==> src/rtl/mem_port_arbiter_if.sv <==
// mem_port_arbiter_if: fetch, load/store and memory-side signals of the memory port arbiter
interface mem_port_arbiter_if #(
  parameter int ADDR_W = 32,
  parameter int DATA_W = 32
);
  logic              if_req;
  logic [ADDR_W-1:0] if_addr;
  logic [DATA_W-1:0] if_rdata;
  logic              if_ack;
  logic              if_err;
  logic              d_req;
  logic              d_we;
  logic [1:0]        d_size;
  logic [ADDR_W-1:0] d_addr;
  logic [DATA_W-1:0] d_wdata;
  logic [DATA_W-1:0] d_rdata;
  logic              d_ack;
  logic              d_err;
  logic              mem_en;
  logic              mem_we;
  logic [1:0]        mem_size;
  logic [ADDR_W-1:0] mem_addr;
  logic [DATA_W-1:0] mem_wdata;
  logic [DATA_W-1:0] mem_rdata;
  logic              mem_ready;
  logic              stall;

  modport slave (
    input  if_req, if_addr, d_req, d_we, d_size, d_addr, d_wdata, mem_rdata, mem_ready,
    output if_rdata, if_ack, if_err, d_rdata, d_ack, d_err,
    output mem_en, mem_we, mem_size, mem_addr, mem_wdata, stall
  );

  modport master (
    output if_req, if_addr, d_req, d_we, d_size, d_addr, d_wdata, mem_rdata, mem_ready,
    input  if_rdata, if_ack, if_err, d_rdata, d_ack, d_err,
    input  mem_en, mem_we, mem_size, mem_addr, mem_wdata, stall
  );
endinterface

==> src/rtl/mem_port_arbiter.sv <==
// mem_port_arbiter: shares one memory port between fetch and load/store; optional ARB_FAIRNESS_EN alternates grants
module mem_port_arbiter #(
  parameter int ADDR_W   = 32,
  parameter int DATA_W   = 32,
  parameter int MAX_WAIT = 15
) (
  input  logic                 clk,
  input  logic                 rst_n,
  mem_port_arbiter_if.slave    bus
);
  localparam int CNT_W = ($clog2(MAX_WAIT + 1) > 4) ? $clog2(MAX_WAIT + 1) : 4;

  typedef enum logic [1:0] {IDLE, BUSY_IF, BUSY_D, ERR_RSP} state_t;

  state_t            state;
  logic [CNT_W-1:0]  cnt;
  logic              err_d;
  logic              pick_d;
  logic              any_req;
  logic              d_bad;
  logic              if_bad;
  logic              sel_bad;
  logic              done;
  logic [ADDR_W-1:0] sel_addr;
  logic [DATA_W-1:0] sel_wdata;

`ifdef ARB_FAIRNESS_EN
  logic last_d;
  assign pick_d = bus.d_req & ~(bus.if_req & last_d);
  // remember who won the last grant so a contested IDLE goes the other way
  always_ff @(posedge clk or negedge rst_n)
    if (!rst_n) last_d <= 1'b0;
    else if (state == IDLE && any_req) last_d <= pick_d;
`else
  assign pick_d = bus.d_req;
`endif

  assign bus.stall = (bus.if_req & ~bus.if_ack) | (bus.d_req & ~bus.d_ack);

  // request legality, selected request fields and busy-state completion
  always_comb begin
    any_req   = bus.if_req | bus.d_req;
    d_bad     = (bus.d_size == 2'b11) | ((bus.d_size == 2'b01) & bus.d_addr[0]) |
                ((bus.d_size == 2'b10) & (|bus.d_addr[1:0]));
    if_bad    = |bus.if_addr[1:0];
    sel_bad   = pick_d ? d_bad : if_bad;
    sel_addr  = pick_d ? bus.d_addr : bus.if_addr;
    sel_wdata = pick_d ? bus.d_wdata : {DATA_W{1'b0}};
    done      = bus.mem_ready | (cnt == CNT_W'(MAX_WAIT - 1));
  end

  // arbitration FSM with registered acks, read data and memory strobes
  always_ff @(posedge clk or negedge rst_n) begin
    if (!rst_n) begin
      state         <= IDLE;
      cnt           <= '0;
      err_d         <= 1'b0;
      bus.if_ack    <= 1'b0;
      bus.if_err    <= 1'b0;
      bus.if_rdata  <= '0;
      bus.d_ack     <= 1'b0;
      bus.d_err     <= 1'b0;
      bus.d_rdata   <= '0;
      bus.mem_en    <= 1'b0;
      bus.mem_we    <= 1'b0;
      bus.mem_size  <= 2'b00;
      bus.mem_addr  <= '0;
      bus.mem_wdata <= '0;
    end else begin
      bus.if_ack <= 1'b0;
      bus.if_err <= 1'b0;
      bus.d_ack  <= 1'b0;
      bus.d_err  <= 1'b0;
      case (state)
        IDLE: if (any_req) begin
          err_d <= pick_d;
          if (sel_bad) state <= ERR_RSP;
          else begin
            state         <= pick_d ? BUSY_D : BUSY_IF;
            cnt           <= '0;
            bus.mem_en    <= 1'b1;
            bus.mem_we    <= pick_d & bus.d_we;
            bus.mem_size  <= pick_d ? bus.d_size : 2'b10;
            bus.mem_addr  <= sel_addr;
            bus.mem_wdata <= sel_wdata;
          end
        end
        BUSY_IF, BUSY_D: begin
          cnt <= bus.mem_ready ? cnt : cnt + 1'b1;
          if (done) begin
            state      <= IDLE;
            bus.mem_en <= 1'b0;
            if (state == BUSY_D) begin
              bus.d_ack   <= 1'b1;
              bus.d_err   <= ~bus.mem_ready;
              bus.d_rdata <= (bus.mem_ready & ~bus.mem_we) ? bus.mem_rdata : '0;
            end else begin
              bus.if_ack   <= 1'b1;
              bus.if_err   <= ~bus.mem_ready;
              bus.if_rdata <= bus.mem_ready ? bus.mem_rdata : '0;
            end
          end
        end
        ERR_RSP: begin
          state <= IDLE;
          if (err_d) begin
            bus.d_ack   <= 1'b1;
            bus.d_err   <= 1'b1;
            bus.d_rdata <= '0;
          end else begin
            bus.if_ack   <= 1'b1;
            bus.if_err   <= 1'b1;
            bus.if_rdata <= '0;
          end
        end
      endcase
    end
  end
endmodule

==> src/flat_wrapper.sv <==
// flat-port wrapper written by rule: the top's interface ports become plain ports
module mem_port_arbiter_flat 
#(
  parameter int ADDR_W   = 32,
  parameter int DATA_W   = 32,
  parameter int MAX_WAIT = 15
)
  (clk, rst_n, bus_if_req, bus_if_addr, bus_d_req, bus_d_we, bus_d_size, bus_d_addr, bus_d_wdata, bus_mem_rdata, bus_mem_ready, bus_if_rdata, bus_if_ack, bus_if_err, bus_d_rdata, bus_d_ack, bus_d_err, bus_mem_en, bus_mem_we, bus_mem_size, bus_mem_addr, bus_mem_wdata, bus_stall);
  mem_port_arbiter_if #(.ADDR_W(ADDR_W), .DATA_W(DATA_W)) bus_i ();
  input  logic clk;
  input  logic rst_n;
  input wire logic [$bits(bus_i.if_req)-1:0] bus_if_req;
  input wire logic [$bits(bus_i.if_addr)-1:0] bus_if_addr;
  input wire logic [$bits(bus_i.d_req)-1:0] bus_d_req;
  input wire logic [$bits(bus_i.d_we)-1:0] bus_d_we;
  input wire logic [$bits(bus_i.d_size)-1:0] bus_d_size;
  input wire logic [$bits(bus_i.d_addr)-1:0] bus_d_addr;
  input wire logic [$bits(bus_i.d_wdata)-1:0] bus_d_wdata;
  input wire logic [$bits(bus_i.mem_rdata)-1:0] bus_mem_rdata;
  input wire logic [$bits(bus_i.mem_ready)-1:0] bus_mem_ready;
  output wire logic [$bits(bus_i.if_rdata)-1:0] bus_if_rdata;
  output wire logic [$bits(bus_i.if_ack)-1:0] bus_if_ack;
  output wire logic [$bits(bus_i.if_err)-1:0] bus_if_err;
  output wire logic [$bits(bus_i.d_rdata)-1:0] bus_d_rdata;
  output wire logic [$bits(bus_i.d_ack)-1:0] bus_d_ack;
  output wire logic [$bits(bus_i.d_err)-1:0] bus_d_err;
  output wire logic [$bits(bus_i.mem_en)-1:0] bus_mem_en;
  output wire logic [$bits(bus_i.mem_we)-1:0] bus_mem_we;
  output wire logic [$bits(bus_i.mem_size)-1:0] bus_mem_size;
  output wire logic [$bits(bus_i.mem_addr)-1:0] bus_mem_addr;
  output wire logic [$bits(bus_i.mem_wdata)-1:0] bus_mem_wdata;
  output wire logic [$bits(bus_i.stall)-1:0] bus_stall;
  assign bus_i.if_req = bus_if_req;
  assign bus_i.if_addr = bus_if_addr;
  assign bus_i.d_req = bus_d_req;
  assign bus_i.d_we = bus_d_we;
  assign bus_i.d_size = bus_d_size;
  assign bus_i.d_addr = bus_d_addr;
  assign bus_i.d_wdata = bus_d_wdata;
  assign bus_i.mem_rdata = bus_mem_rdata;
  assign bus_i.mem_ready = bus_mem_ready;
  assign bus_if_rdata = bus_i.if_rdata;
  assign bus_if_ack = bus_i.if_ack;
  assign bus_if_err = bus_i.if_err;
  assign bus_d_rdata = bus_i.d_rdata;
  assign bus_d_ack = bus_i.d_ack;
  assign bus_d_err = bus_i.d_err;
  assign bus_mem_en = bus_i.mem_en;
  assign bus_mem_we = bus_i.mem_we;
  assign bus_mem_size = bus_i.mem_size;
  assign bus_mem_addr = bus_i.mem_addr;
  assign bus_mem_wdata = bus_i.mem_wdata;
  assign bus_stall = bus_i.stall;
  mem_port_arbiter #(.ADDR_W(ADDR_W), .DATA_W(DATA_W), .MAX_WAIT(MAX_WAIT)) u_core (.clk(clk), .rst_n(rst_n), .bus(bus_i));
endmodule
==> config.mk <==
export PLATFORM = sky130hd
export DESIGN_NAME = mem_port_arbiter_flat
export DESIGN_NICKNAME = d
export VERILOG_FILES = /design/src/rtl/mem_port_arbiter_if.sv /design/src/rtl/mem_port_arbiter.sv /design/src/flat_wrapper.sv
export SDC_FILE = /design/constraint.sdc
export NUM_CORES = 1
export LEC_CHECK = 0
export BUFFER_PORTS_ARGS = -buffer_cell sky130_fd_sc_hd__buf_2
export CAP_MARGIN = 20
export CORE_ASPECT_RATIO = 1.1
export CORE_MARGIN = 5
export CORE_UTILIZATION = 48
export DETAILED_ROUTE_END_ITERATION = 12
export GPL_TIMING_DRIVEN = 0
export PLACE_DENSITY = 0.89
export RECOVER_POWER = 25
export SLEW_MARGIN = 20
export SYNTH_ARGS = -nofsm -noshare
export SYNTH_HDL_FRONTEND = slang
export SYNTH_SLANG_ARGS = --single-unit
==> constraint.sdc <==
create_clock -name clk -period 2.1 [get_ports clk]
set_input_delay 0.315 -clock clk [delete_from_list [all_inputs] [get_ports clk]]
set_output_delay 0.315 -clock clk [all_outputs]
set_load 0.1 [all_outputs]
# After elaboration in Yosys (flattened, before gate mapping)
# Cells that the tools add are included.
# totals
input_bits,136
word_cells,100
ff_bits,143
# classes
reduce_logical,13
addsub,1
n_bitwise,16
n_eq_ne,15
n_mux,41
# op_table
op,count
32-bit 2-to-1 mux,10
32-bit one-hot mux with 2 select lines,2
4-bit AND reduction,4
1-bit 2-to-1 mux,14
4-bit 2-to-1 mux,3
2-bit 2-to-1 mux,5
1-bit one-hot mux with 2 select lines,5
2-bit equality test (second input constant),4
2-bit by 1-bit != test with 1-bit output (second input constant),4
2-bit != test (second input constant),4
4-bit one-hot mux with 2 select lines,1
1-bit bitwise AND,6
2-bit one-hot mux with 3 select lines,1
2-bit OR reduction,3
1-bit NOT,5
1-bit OR,5
4-bit by 1-bit adder with 4-bit output (second input constant),1
2-bit by 1-bit equality test with 1-bit output (second input constant),2
4-bit equality test (second input constant),1
2-bit AND reduction,2
2-bit nonzero test,2
3-bit AND reduction,1
2-bit zero test,1

# Logic depth before layout (Yosys ltp)
# Gate-level depths: netlist of run 1.
# depth
ltp_word,8
ltp_mapped,8
mapped_depth_nobuf,6

# Worst setup path after synthesis of run 1
# No wires, ideal clock.
# synth_timing
path_type,input to output
from,in bus_d_req
to,out bus_stall
required_time_ps,1785
cell_stages,5
arrival_time_ps,2492
path_buffers,3
path_slack_ps,-707
path_cell_list,buf_6 buf_2 clkbuf_1 inv_1 o22ai_1
# synth_between
elab_chain_cells,2
# synth_rtl
item,line_no,source
from (decl),flat_wrapper.sv:14,input wire logic [$bits(bus_i.d_req)-1:0] bus_d_req;
1-bit bitwise AND,mem_port_arbiter.sv:38,assign bus.stall = (bus.if_req & ~bus.if_ack) | (bus.d_req & ~bus.d_ack);
1-bit OR,mem_port_arbiter.sv:38,
to (decl),flat_wrapper.sv:32,output wire logic [$bits(bus_i.stall)-1:0] bus_stall;
# No other way between the ends.

# Final worst setup path of run 1
# layout_timing
from,reg u_core.state[1]
to,reg u_core.cnt[1]
# layout_between
elab_chain_cells,4
# layout_rtl
item,line_no,source
from (decl),mem_port_arbiter.sv:15,state_t state;
from (signal assigned),mem_port_arbiter.sv:79,state <= pick_d ? BUSY_D : BUSY_IF;
2-bit by 1-bit equality test with 1-bit output or 2-bit equality test (tied branches),mem_port_arbiter.sv:74,case (state)
2-bit OR reduction,mem_port_arbiter.sv:74,
2-bit != test (no line) or 2-bit nonzero test (tied branches),--,
4-bit AND reduction (no line),--,
to (signal assigned),mem_port_arbiter.sv:89,cnt <= bus.mem_ready ? cnt : cnt + 1'b1;
to (decl),mem_port_arbiter.sv:16,logic [CNT_W-1:0] cnt;
# Parallel ways exist; a longest one is shown, timed or not.
# A chain may end at the register's enable or synchronous reset.

==> reports/results.txt, run 1 <==
The flow ran to the end, and the final reports show no timing, DRC or antenna violations. In this run the worst path has a maximum fanout of 10. In this run the deepest clock path goes through 2 buffers. The startpoint kind of the worst setup timing path is a register. The placed instances occupy a cell area of 0.00789 mm2.

Measured along the y axis, the die boundary spans 130 um. The layout has 998 filler cells. The kind of critical path is register to register. In this run the remaining antenna-violating nets after routing total 0. Routed wire length per instance: 17.4 um. TritonCTS built the clock tree.

For this run, the detailed router's first-pass iteration total came to 5. The clock-pin slew of the registers on the worst-case setup and hold paths was 0.06 ns. Max-cap violations in this run came to 0. After synthesis the netlist holds a flip-flop and latch count of 143.

Setup repair after global routing left no endpoint under its margin. The starting density of the core is 0.493, and the relative slew slack is 0.402. The total clock buffers created by CTS was 17; the area of the die was 0.0155 mm2.

The tools report the register area share after synthesis as 0.569. CTS placed an instance of sky130_fd_sc_hd__clkbuf_16 at the clock tree root. Input and output buffers added on the ports amount to 271. The main combinational cell family by area after synthesis is compound AO/OA/AOI/OAI gates.

Startpoint of the lowest-slack register-to-register path: u_core.state[1]. In this run the standard cell core region covers 0.0128 mm2. The area growth from synthesis to layout was 35.5%. Hold timing on the final database bottoms out at a slack of 0.132 ns.

The via count of the first global-routing pass is 5,995. The synthesized design contains 0 enable-type register cells. The combined global-route utilization of all metal layers is 0.252.

A synthesized cell averages 9.57 um2. In this run the number of H-tree levels came out at 4. The proportion of synthesized area in mux cells was 0.0543.

The arrival time at the worst endpoint came out at 2.29 ns. The final clock period utilization by the worst path was 0.947. Counting every net in the synthesized netlist gives 800. The run gives 0.00853 mm2 as the final instance area.

Of all cell types, the one taking the most synthesized area is sky130_fd_sc_hd__dfrtp_1. For the residual DRC count, the log shows 0. The class of the worst hold path is input port to register.

After the last flow step, the layout net total stands at 1,093. The floorplan has 43 rows. The setup violation total in the final timing report is 0, and the global route total overflow is 0.

The logs give 6,057 for the total via count in the routed design and 0 for the final number of hold-violating endpoints. Among all flip-flop cells after synthesis, the most frequent one is sky130_fd_sc_hd__dfrtp_1. The measured slew at the worst slew-check pin was 0.897 ns; the weighted congestion at the end of routability-driven global placement was 0.856. The area share of fa/ha/maj cells after synthesis was 0.0139. The repair_antennas step left the layout with diodes totalling 0. The final number of max-transition violations was 0; the post-synthesis compound-gate area fraction was 0.190. The die width was 119 um.

The clock reaches the later pin of the worst-skew pair after 0.42 ns. The gate count of the mapped netlist was 657. The type of destination of the critical path was a register. In the layout the commonest cells are sky130_fd_sc_hd__buf_2, sky130_fd_sc_hd__o21ai_0, sky130_fd_sc_hd__nand2_1. The run gives 2.40 ns as the required time at the endpoint of the critical path. The cell area after synthesis was 0.00629 mm2; the time the worst path needs with I/O delays and setup was 1.99 ns. The number of warnings reported in the yosys synthesis log came out at 0. The critical path launch point is u_core.state[1].

The initial antenna violation count is 1. The share of final-layout standard cells stronger than drive strength 1 came out at 0.364. The most frequent standard cell in the layout excluding fill and tap cells was sky130_fd_sc_hd__buf_2. In this run, placement finished with an instance count of 1,086. The setup check on the worst reg-to-reg path leaves a slack of 0.11 ns. The routed design has 19.4 mm of wire.

The post-synthesis simple-gate area fraction is 0.131, and the final non-filler cell total is 1,120. In the post-synthesis netlist, the biggest area contributors are sky130_fd_sc_hd__dfrtp_1, sky130_fd_sc_hd__o21ai_0, sky130_fd_sc_hd__nand2_1. The fraction of registers with async set/reset works out to 1.00. Entering global routing, the biggest net connects 78 pins. Timing would allow up to 503 MHz. Yosys mapped the design onto 39 distinct sky130hd cell types. The total clock sinks came out at 143. The start point of the worst hold path is bus_d_wdata[2].

The starting DRC count in detailed routing was 413; the xor and xnor area share after synthesis was 0. The number of top-level pins came out at 273. The worst-case clock skew is 0.00771 ns.

The first global-routing pass estimated 30.8 mm of wire. Summed over all nets, the half-perimeter wirelength after detailed placement is 14.8 mm. Dividing the detail-routed via count by the number of cells gives 5.41.

Proportion of netlist area held by the largest area contributor: 0.569.
critical path, stage by stage, from the launching register on:
cell and delay [ns]:
sky130_fd_sc_hd__dfrtp_1 0.40, sky130_fd_sc_hd__inv_2 0.10, sky130_fd_sc_hd__ha_2 0.32, sky130_fd_sc_hd__buf_6 0.16, sky130_fd_sc_hd__nor2b_2 0.12, sky130_fd_sc_hd__a21oi_1 0.07
sky130_fd_sc_hd__a311oi_2 0.33, sky130_fd_sc_hd__mux2_1 0.35
through the flow:
| stage | utilization | setup WS [ns] | TNS (ns) |
|---|---|---|---|
| after floorplan | - | 0.183 | 0 |
| after global placement | 0.616 | -1.26 | -178.77 |
| after detailed placement | 0.619 | -0.113 | -2.12 |
| after CTS | 0.667 | -0.0823 | -1.05 |
| after global routing | 0.669 | 0.00604 | 0 |
| final | 0.669 | 0.112 | 0 |
sequential cells by signal, indices dropped and copies added (netlist names):
name,count
u_core.bus.d_err,1
u_core.bus.d_rdata,32
u_core.bus.mem_addr,32
u_core.bus.d_ack,1
u_core.bus.mem_we,1
u_core.bus.if_ack,1
u_core.bus.mem_en,1
u_core.bus.mem_size,2
u_core.cnt,4
u_core.err_d,1
u_core.bus.if_err,1
u_core.bus.if_rdata,32
u_core.state,2
u_core.bus.mem_wdata,32
worst paths after layout:
kind	endpoint	cells after the start
hold reg to reg	u_core.bus.if_rdata[1]	2
setup reg to reg	u_core.cnt[1]	7
max in group asynchronous	u_core.bus.mem_addr[25]	3
min in group asynchronous	u_core.bus.if_rdata[5]	2
setup / recovery	u_core.cnt[1]	7
hold / removal	u_core.bus.mem_wdata[2]	3
kinds of logic after synthesis:
group           Yosys count
compound gates          223
mux                      34
flops                   143
simple gates            192
fa+ha+maj                 7
buf+inv                  58
layout make-up:
type,instances,area [um2],share of cell area
inverter,8,30.0,0.00352
multi-input combinational,456,2490,0.292
tap,157,196,0.0230
sequential,143,3580,0.420
clock buffer,19,443,0.0520
clock inverter,13,139,0.0163
timing repair buffer,276,1410,0.165
buffer,48,246,0.0289
Yosys cell counts (2+ instances only):
library cell,n
sky130_fd_sc_hd__nor3b_1,2
sky130_fd_sc_hd__nand3_1,6
sky130_fd_sc_hd__nor4b_4,2
sky130_fd_sc_hd__a21oi_1,6
sky130_fd_sc_hd__buf_2,9
sky130_fd_sc_hd__ha_1,7
sky130_fd_sc_hd__mux2i_1,33
sky130_fd_sc_hd__o21ai_1,30
sky130_fd_sc_hd__dfrtp_1,143
sky130_fd_sc_hd__clkbuf_1,33
sky130_fd_sc_hd__nor2b_1,2
sky130_fd_sc_hd__a31oi_1,2
sky130_fd_sc_hd__clkbuf_2,3
sky130_fd_sc_hd__a22o_1,2
sky130_fd_sc_hd__nand2b_1,4
sky130_fd_sc_hd__nand2_1,170
sky130_fd_sc_hd__o21ai_0,171
sky130_fd_sc_hd__inv_1,7
sky130_fd_sc_hd__o31ai_1,2
sky130_fd_sc_hd__buf_6,4
routing by layer:
metal / GRT usage / share of wire / vias to the layer above / wire, um
met5: 0 / 0.00036 / - / 7
met4: 0.0982 / 0.022 / 2 / 432
met3: 0.0724 / 0.086 / 37 / 1680
li1: - / - / 2839 / -
met2: 0.443 / 0.51 / 298 / 9940
met1: 0.295 / 0.38 / 2881 / 7370
what timing repair did:
action                     4_1_cts  5_1_grt
setup endpoints to repair       56       47
hold endpoints to repair        66        0
gates resized for setup          9       20
pin swaps                        0        1
hold buffers                     1        0
setup buffers                    0        3
Power of run 1 is not shown: default switching activity piles up to over one toggle a cycle in this logic, so the estimate is an artifact.
==> run 2, diff against run 1 <==
--- a/config.mk
+++ b/config.mk
@@ -5,6 +5,7 @@
 export SDC_FILE = /design/constraint.sdc
 export NUM_CORES = 1
 export LEC_CHECK = 0
+export ABC_AREA = 1
 export BUFFER_PORTS_ARGS = -buffer_cell sky130_fd_sc_hd__buf_2
 export CAP_MARGIN = 20
 export CORE_ASPECT_RATIO = 1.1
==> run 2 against run 1 <==
Effect of this change:
- clock skew grew 0.0055 ns
- utilization decreased by 0.46 points
- register-to-register slack improved by 0.08 ns
- critical path depth grew 3
- highest routed layer unchanged
==> reports/results.txt, run 2 <==
The arrival time at the worst endpoint was 2.20 ns (-0.09 ns); the count of nets left with antenna violations after detail routing was 0 (unchanged). The pre-CTS setup slack was 0.0552 ns (+0.168 ns). The post-synthesis simple-gate area fraction is 0.205 (+0.0740).

The run gives 0.189 ns (+0.0772 ns) as the least setup slack across all paths after layout. The worst setup path is captured at a register. The measured slew at the worst slew-check pin works out to 0.944 ns (+0.0470 ns). Setup repair after global routing left no endpoint under its margin.

The logs give 5,841 (-3.6%) for the total via count in the routed design and 2.39 ns (about the same) for the required time at the endpoint of the critical path. Largest net degree at the start of global routing: 76 (-2.6%). By area the synthesized netlist is led by sky130_fd_sc_hd__dfrtp_1, sky130_fd_sc_hd__nand2_1, sky130_fd_sc_hd__nand3_1. The critical-path maximum fanout was 10 (unchanged). The count of cell types in the netlist was 26 (-33%). The standard cell core area came out at 0.0126 mm2 (-0.84%). The proportion of netlist area held by the largest area contributor is 0.577 (+0.00838), and the residual DRC count is 0 (unchanged). The global route total overflow was 0 (unchanged). The logs give 0.19 ns (+0.08 ns) for the slack of the worst reg-to-reg path and 273 (unchanged) for the number of top-level pins.

The filler cell count is 995 (-0.30%). The clock-pin slew of the registers on the worst-case setup and hold paths is 0.06 ns (about the same), and the max-cap check violation count is 0 (unchanged). The kind of critical path was register to register. Cell type contributing the most total cell area after synthesis: sky130_fd_sc_hd__dfrtp_1.

Mean instance size in the synthesized netlist: 9.41 um2 (-1.8%). The class of the worst hold path was input port to register. The gate count of the mapped netlist came out at 659 (+0.30%). The final number of max-transition violations was 0 (unchanged); the fraction of registers with async set/reset was 1.00 (unchanged).

The via count of the first global-routing pass is 5,780 (-3.6%). Area growth from synthesis to layout: 35.4% (about the same). The clock latency of the later-clocked register in the worst-skew pair is 0.41 ns (about the same). The initial antenna violation count is 1 (unchanged). The tools report the number of cell rows as 43 (unchanged). Yosys instantiated no cell more often than sky130_fd_sc_hd__nand2_1. The maximum buffer depth of the clock tree is 2 (unchanged), and the final clock period utilization by the worst path is 0.910 (-0.0368). The relative slew slack was 0.371 (-0.0313); the setup violation total in the final timing report was 0 (unchanged). The library cell used most frequently in the layout, excluding fill and tap cells, is sky130_fd_sc_hd__buf_2. The CTS H-tree depth was 4 (unchanged). By count the netlist is led by sky130_fd_sc_hd__nand2_1, sky130_fd_sc_hd__dfrtp_1, sky130_fd_sc_hd__nand3_1. The die width came out at 118 um (-0.67%). The post-detailed-route via-to-cell ratio works out to 5.21 (-3.7%).

The logs give 0.490 (-0.00303) for the starting density of the core and 0.0153 mm2 (-1.3%) for the area of the die. The vertical die dimension was 129 um (-0.67%). The total clock buffers created by CTS is 17 (unchanged).

Total length of routed wires: 18.4 mm (-5.4%). The CTS root buffer is sky130_fd_sc_hd__clkbuf_16. The number of I/O port buffers came out at 272 (+0.37%). The tools report the starting DRC count in detailed routing as 489 (+18%). The flow ran to the end, and the final reports show no timing, DRC or antenna violations.

For the achievable frequency, the log shows 523 MHz (+4.0%). STA classifies the critical path startpoint as a register. The register area share after synthesis is 0.577 (+0.00838), and the proportion of synthesized area in mux cells is 0.0501 (-0.00425). The final-stage net count was 1,095 (+0.18%). The area share of fa/ha/maj cells after synthesis works out to 0.0141 (+0.000205). The run gives 0.0884 ns (-0.0437 ns) as the worst slack on hold paths.

In the synthesized netlist the dominant register cell turns out to be sky130_fd_sc_hd__dfrtp_1. The half-perimeter wire length after placement is 13.9 mm (-5.7%), and the number of synthesized flops with an enable pin is 0 (unchanged). The post-synthesis compound-gate area fraction was 0.106 (-0.0840). The worst-case clock skew was 0.0133 ns (+0.00554 ns). The total clock sinks is 143 (unchanged), and the detailed-routing iteration count for the pre-antenna-repair pass is 5 (unchanged). The share of final-layout standard cells stronger than drive strength 1 was 0.363 (-0.00179); the number of synthesized register bits was 143 (unchanged). The number of warnings reported in the yosys synthesis log was 0 (unchanged); the xor and xnor area share after synthesis was 0 (unchanged).

The count of antenna diodes in the layout was 0 (unchanged); the final total negative setup slack was 0 ns (unchanged). TritonCTS built the clock tree. The run gives 0.881 (+2.9%) as the weighted congestion at the end of routability-driven global placement. The logs give 29.1 mm (-5.6%) for the first-pass GRT wire length and 0.236 (-0.0160) for the combined global-route utilization of all metal layers. Leaving out fill and tap cells, the most frequent cells in the layout are sky130_fd_sc_hd__buf_2, sky130_fd_sc_hd__nand2_1, sky130_fd_sc_hd__dfrtp_1.

The main combinational cell family by area after synthesis was simple AND/OR/NAND/NOR gates. The routed wire length per instance works out to 16.4 um (-5.5%). For the cell area after synthesis, the log shows 0.00620 mm2 (-1.5%). The run gives 802 (+0.25%) as the number of nets in the synthesized netlist.

The tools report the final number of hold-violating endpoints as 0 (unchanged). The time the worst path needs with I/O delays and setup was 1.91 ns (-0.0772 ns).
run 2: path summary, 6_finish.rpt:
check                                    startpoint                       end  cells past startpoint
min in group asynchronous                     rst_n    u_core.bus.d_rdata[20]                      2
min reg2reg                u_core.bus.mem_wdata[21]  u_core.bus.mem_wdata[21]                      2
min                                   bus_mem_ready          u_core.bus.d_err                      2
max in group asynchronous                     rst_n           u_core.state[0]                      3
max                                 u_core.state[0]   u_core.bus.if_rdata[14]                     10
max reg2reg                         u_core.state[0]   u_core.bus.if_rdata[14]                     10
run 2: repair_timing:
| action | 4_1_cts | 5_1_grt |
|---|---|---|
| resized for setup | 0 | 14 |
| hold buffers | 1 | 0 |
| hold endpoints to repair | 68 | 0 |
| setup buffers | 0 | 0 |
| setup endpoints to repair | 0 | 51 |
run 2: stage by stage:
stage | utilization | area, um2 | cells
detailed placement | 0.617 | 7800 | 1089
CTS | 0.663 | 8380 | 1122
global route | 0.664 | 8400 | 1122
finish | 0.664 | 8400 | 1122
global placement | 0.614 | 7760 | 1088
floorplan | - | 6200 | 659
run 2: routing by layer:
layer  GRT usage  share of wire  routed length, um  vias up
met3      0.0672          0.072               1330       42
met4      0.0891          0.026                484        2
li1            -              -                  -     2796
met5           0        0.00054                 10        -
met1       0.291           0.40               7280     2738
met2       0.399           0.51               9290      263
run 2: worst max-delay path, stage by stage, from the launching register on:
cell,delay (ns)
sky130_fd_sc_hd__dfrtp_1,0.39
sky130_fd_sc_hd__inv_1,0.17
sky130_fd_sc_hd__ha_4,0.25
sky130_fd_sc_hd__inv_2,0.14
sky130_fd_sc_hd__nand2_1,0.11
sky130_fd_sc_hd__nand2_2,0.17
sky130_fd_sc_hd__nor2_2,0.07
sky130_fd_sc_hd__buf_6,0.16
sky130_fd_sc_hd__buf_6,0.15
sky130_fd_sc_hd__nand3_1,0.09
sky130_fd_sc_hd__nand2_1,0.07
run 2: logic make-up (layout without fill, tap and decap cells):
logic type / count (synthesis) / after routing
mux: 31 / 31
simple gates: 303 / 303
compound gates: 112 / 112
flops: 143 / 143
buf+inv: 63 / 369
fa+ha+maj: 7 / 7
run 2: layout make-up:
class	count	area, um2	share of cell area
Multi-Input combinational cell	453	2340	0.279
Buffer	41	223	0.0265
Timing Repair Buffer	274	1400	0.167
Clock buffer	17	425	0.0507
Tap cell	157	196	0.0234
Sequential cell	143	3580	0.426
Inverter	22	82.6	0.00984
Clock inverter	15	148	0.0176
Power of run 2 is left out for the same reason.
==> run 3, diff against run 2 <==
--- a/config.mk
+++ b/config.mk
@@ -5,9 +5,8 @@
 export SDC_FILE = /design/constraint.sdc
 export NUM_CORES = 1
 export LEC_CHECK = 0
-export ABC_AREA = 1
 export BUFFER_PORTS_ARGS = -buffer_cell sky130_fd_sc_hd__buf_2
-export CAP_MARGIN = 20
+export CAP_MARGIN = 40
 export CORE_ASPECT_RATIO = 1.1
 export CORE_MARGIN = 5
 export CORE_UTILIZATION = 48
@@ -15,7 +14,6 @@
 export GPL_TIMING_DRIVEN = 0
 export PLACE_DENSITY = 0.89
 export RECOVER_POWER = 25
-export SLEW_MARGIN = 20
 export SYNTH_ARGS = -nofsm -noshare
 export SYNTH_HDL_FRONTEND = slang
 export SYNTH_SLANG_ARGS = --single-unit
==> run 3 against run 2 <==
Effect of this change:
- wire length up 6.2%
- hold slack better by 0.048 ns
- via count increased by 3.5%
==> reports/results.txt, run 3 (synthesized netlist as in run 1, its figures left out) <==
The run gives 459 (-6.1%) as the starting DRC count in detailed routing. The starting density of the core was 0.493 (+0.00303). The arrival time at the worst endpoint is 2.29 ns (+0.09 ns), and the time the worst path needs with I/O delays and setup is 1.98 ns (+0.0689 ns). The filler cell count was 1,024 (+2.9%); the number of instances in the placed design was 1,086 (-0.28%). Achievable frequency: 505 MHz (-3.5%).

The run gives 0.670 (+0.00617) as the final cell utilization of the core. By startpoint and endpoint, the worst setup path is classified as register to register. The slowest stage of the critical path is the sky130_fd_sc_hd__dfrtp_1 cell. The run gives 0.00836 ns (-0.00489 ns) as the worst-case clock skew. For the combined global-route utilization of all metal layers, the log shows 0.254 (+0.0176).

Setup repair after global routing left no endpoint under its margin. The library cell used most frequently in the layout, excluding fill and tap cells, is sky130_fd_sc_hd__buf_2. The post-detailed-route via-to-cell ratio is 5.40 (+3.7%), and the residual DRC count is 0 (unchanged).

The top cell types in the final layout, fill and taps aside, are sky130_fd_sc_hd__buf_2, sky130_fd_sc_hd__o21ai_0, sky130_fd_sc_hd__nand2_1. The clock-pin slew of the registers on the worst-case setup and hold paths was 0.06 ns (about the same); the final number of hold-violating endpoints was 0 (unchanged). The global route total overflow was 0 (unchanged). The number of top-level pins came out at 273 (unchanged).

The worst setup path is captured at a register. The initial antenna violation count came out at 3 (+2). The run gives 4 (unchanged) as the CTS H-tree depth. The critical path starts at u_core.state[0]. The run gives 0.0155 mm2 (+1.4%) as the area of the die.

The tightest min-delay check is of the input port to register type. The total length of routed wires is 19.5 mm (+6.2%), and the total clock buffers created by CTS is 17 (unchanged). The number of I/O port buffers came out at 271 (-0.37%). The run gives 0 (unchanged) as the final number of max-transition violations. The logs give 1,091 (-0.37%) for the final-stage net count and 2 (unchanged) for the maximum buffer depth of the clock tree.

The tools report the first-pass GRT wire length as 31.1 mm (+7.0%). For the clock latency of the later-clocked register in the worst-skew pair, the log shows 0.42 ns (about the same). The detailed-routing iteration count for the pre-antenna-repair pass is 5 (unchanged), and the routed wire length per instance is 17.4 um (+6.4%). The setup violation total in the final timing report was 0 (unchanged). The required time at the endpoint of the critical path came out at 2.41 ns (+0.02 ns).

The CTS root buffer is sky130_fd_sc_hd__clkbuf_16. Final clock period utilization by the worst path: 0.943 (+0.0328). Count of nets left with antenna violations after detail routing: 0 (unchanged).

The run finished with clean final reports. The standard cell core area was 0.0128 mm2 (+0.85%); the share of final-layout standard cells stronger than drive strength 1 was 0.364 (+0.00151). The run gives 1,120 (-0.18%) as the final non-filler cell total. Stage delay of the slowest cell on the critical path: 0.41 ns (+0.02 ns). The largest net degree at the start of global routing was 78 (+2.6%); the weighted congestion at the end of routability-driven global placement was 0.856 (-2.8%).

The measured slew at the worst slew-check pin is 0.909 ns (-0.0349 ns). Startpoint kind of the worst setup timing path: a register. For the total via count in the routed design, the log shows 6,045 (+3.5%). The die width was 119 um (+0.67%). The relative slew slack is 0.394 (+0.0233).

The startpoint identified for the worst hold timing path is bus_d_wdata[3]. The startpoint of the lowest-slack register-to-register path is u_core.state[0]. Via count of the first global-routing pass: 6,022 (+4.2%). The final total negative setup slack is 0 ns (unchanged), and the number of cell rows is 43 (unchanged). The half-perimeter wire length after placement was 14.8 mm (+6.4%).

Compared with the post-synthesis result, the final layout area differs by 35.9%. The signal on the critical path passes through inv_2 > ha_2 > nor3b_1 > a41oi_4 > clkbuf_2 > o21ai_0. The critical-path maximum fanout was 10 (unchanged). The max-cap check violation count is 0 (unchanged). TritonCTS built the clock tree.

The vertical die dimension works out to 130 um (+0.68%). For the total clock sinks, the log shows 143 (unchanged).
==> run 3: cell types whose count changed in the layout (fill, tap and decap cells not counted), sizes merged, moves of 17 or more <==
cell,delta
o21ai,+126
o21a,-17
clkbuf,+21
nand3,-73
nand2,-38
==> run 3: final timing paths <==
path | to | slack [ns] | cells after the start
setup / recovery | u_core.bus.if_rdata[21] | 0.12 | 6
hold / removal | u_core.bus.mem_wdata[3] | 0.14 | 3
setup reg to reg | u_core.bus.if_rdata[21] | 0.12 | 6
hold reg to reg | u_core.bus.if_rdata[23] | 0.47 | 2
max in group asynchronous | u_core.bus.mem_we | 0.33 | 3
min in group asynchronous | u_core.bus.if_rdata[5] | 0.58 | 2
==> run 3: critical path, delay by kind of cell, from the launching register on <==
family / cells / cell delay (ns)
simple gates: 1 / 0.38
compound gates: 2 / 0.41
buf+inv: 2 / 0.36
fa+ha+maj: 1 / 0.32
flops: 1 / 0.41
==> run 3: per-stage QoR <==
stage	hold slack (ns)	cell area, um2	worst slack [ns]
2_1_floorplan	0.0194	6300	0.183
3_3_place_gp	0.455	7860	-1.26
3_5_place_dp	0.342	7890	-0.139
4_1_cts	0.116	8560	0.00583
5_1_grt	0.127	8550	0.00824
6_report	0.136	8550	0.120
==> run 3: final cells by class <==
| class | count | area, um2 | area share |
|---|---|---|---|
| Buffer | 48 | 240 | 0.0281 |
| Antenna cell | 2 | 5.00 | 0.000586 |
| Clock buffer | 18 | 439 | 0.0514 |
| Clock inverter | 14 | 179 | 0.0209 |
| Multi-Input combinational cell | 456 | 2490 | 0.291 |
| Inverter | 8 | 30.0 | 0.00351 |
| Timing Repair Buffer | 274 | 1390 | 0.163 |
| Sequential cell | 143 | 3580 | 0.419 |
| Tap cell | 157 | 196 | 0.0230 |
==> run 3: per-layer routing <==
metal  wire (um)  vias to the layer above  GRT usage
li1            -                     2837          -
met1        7470                     2877      0.301
met2        9790                      289      0.433
met3        1720                       40     0.0772
met4         551                        2      0.108
met5          11                        -          0
==> run 3: what timing repair did <==
action,CTS,global route
hold buffers,1,0
pin swaps,1,1
setup buffers,1,0
hold endpoints to repair,66,0
setup endpoints to repair,59,46
resized for setup,14,7
Power of run 3 is left out for the same reason.
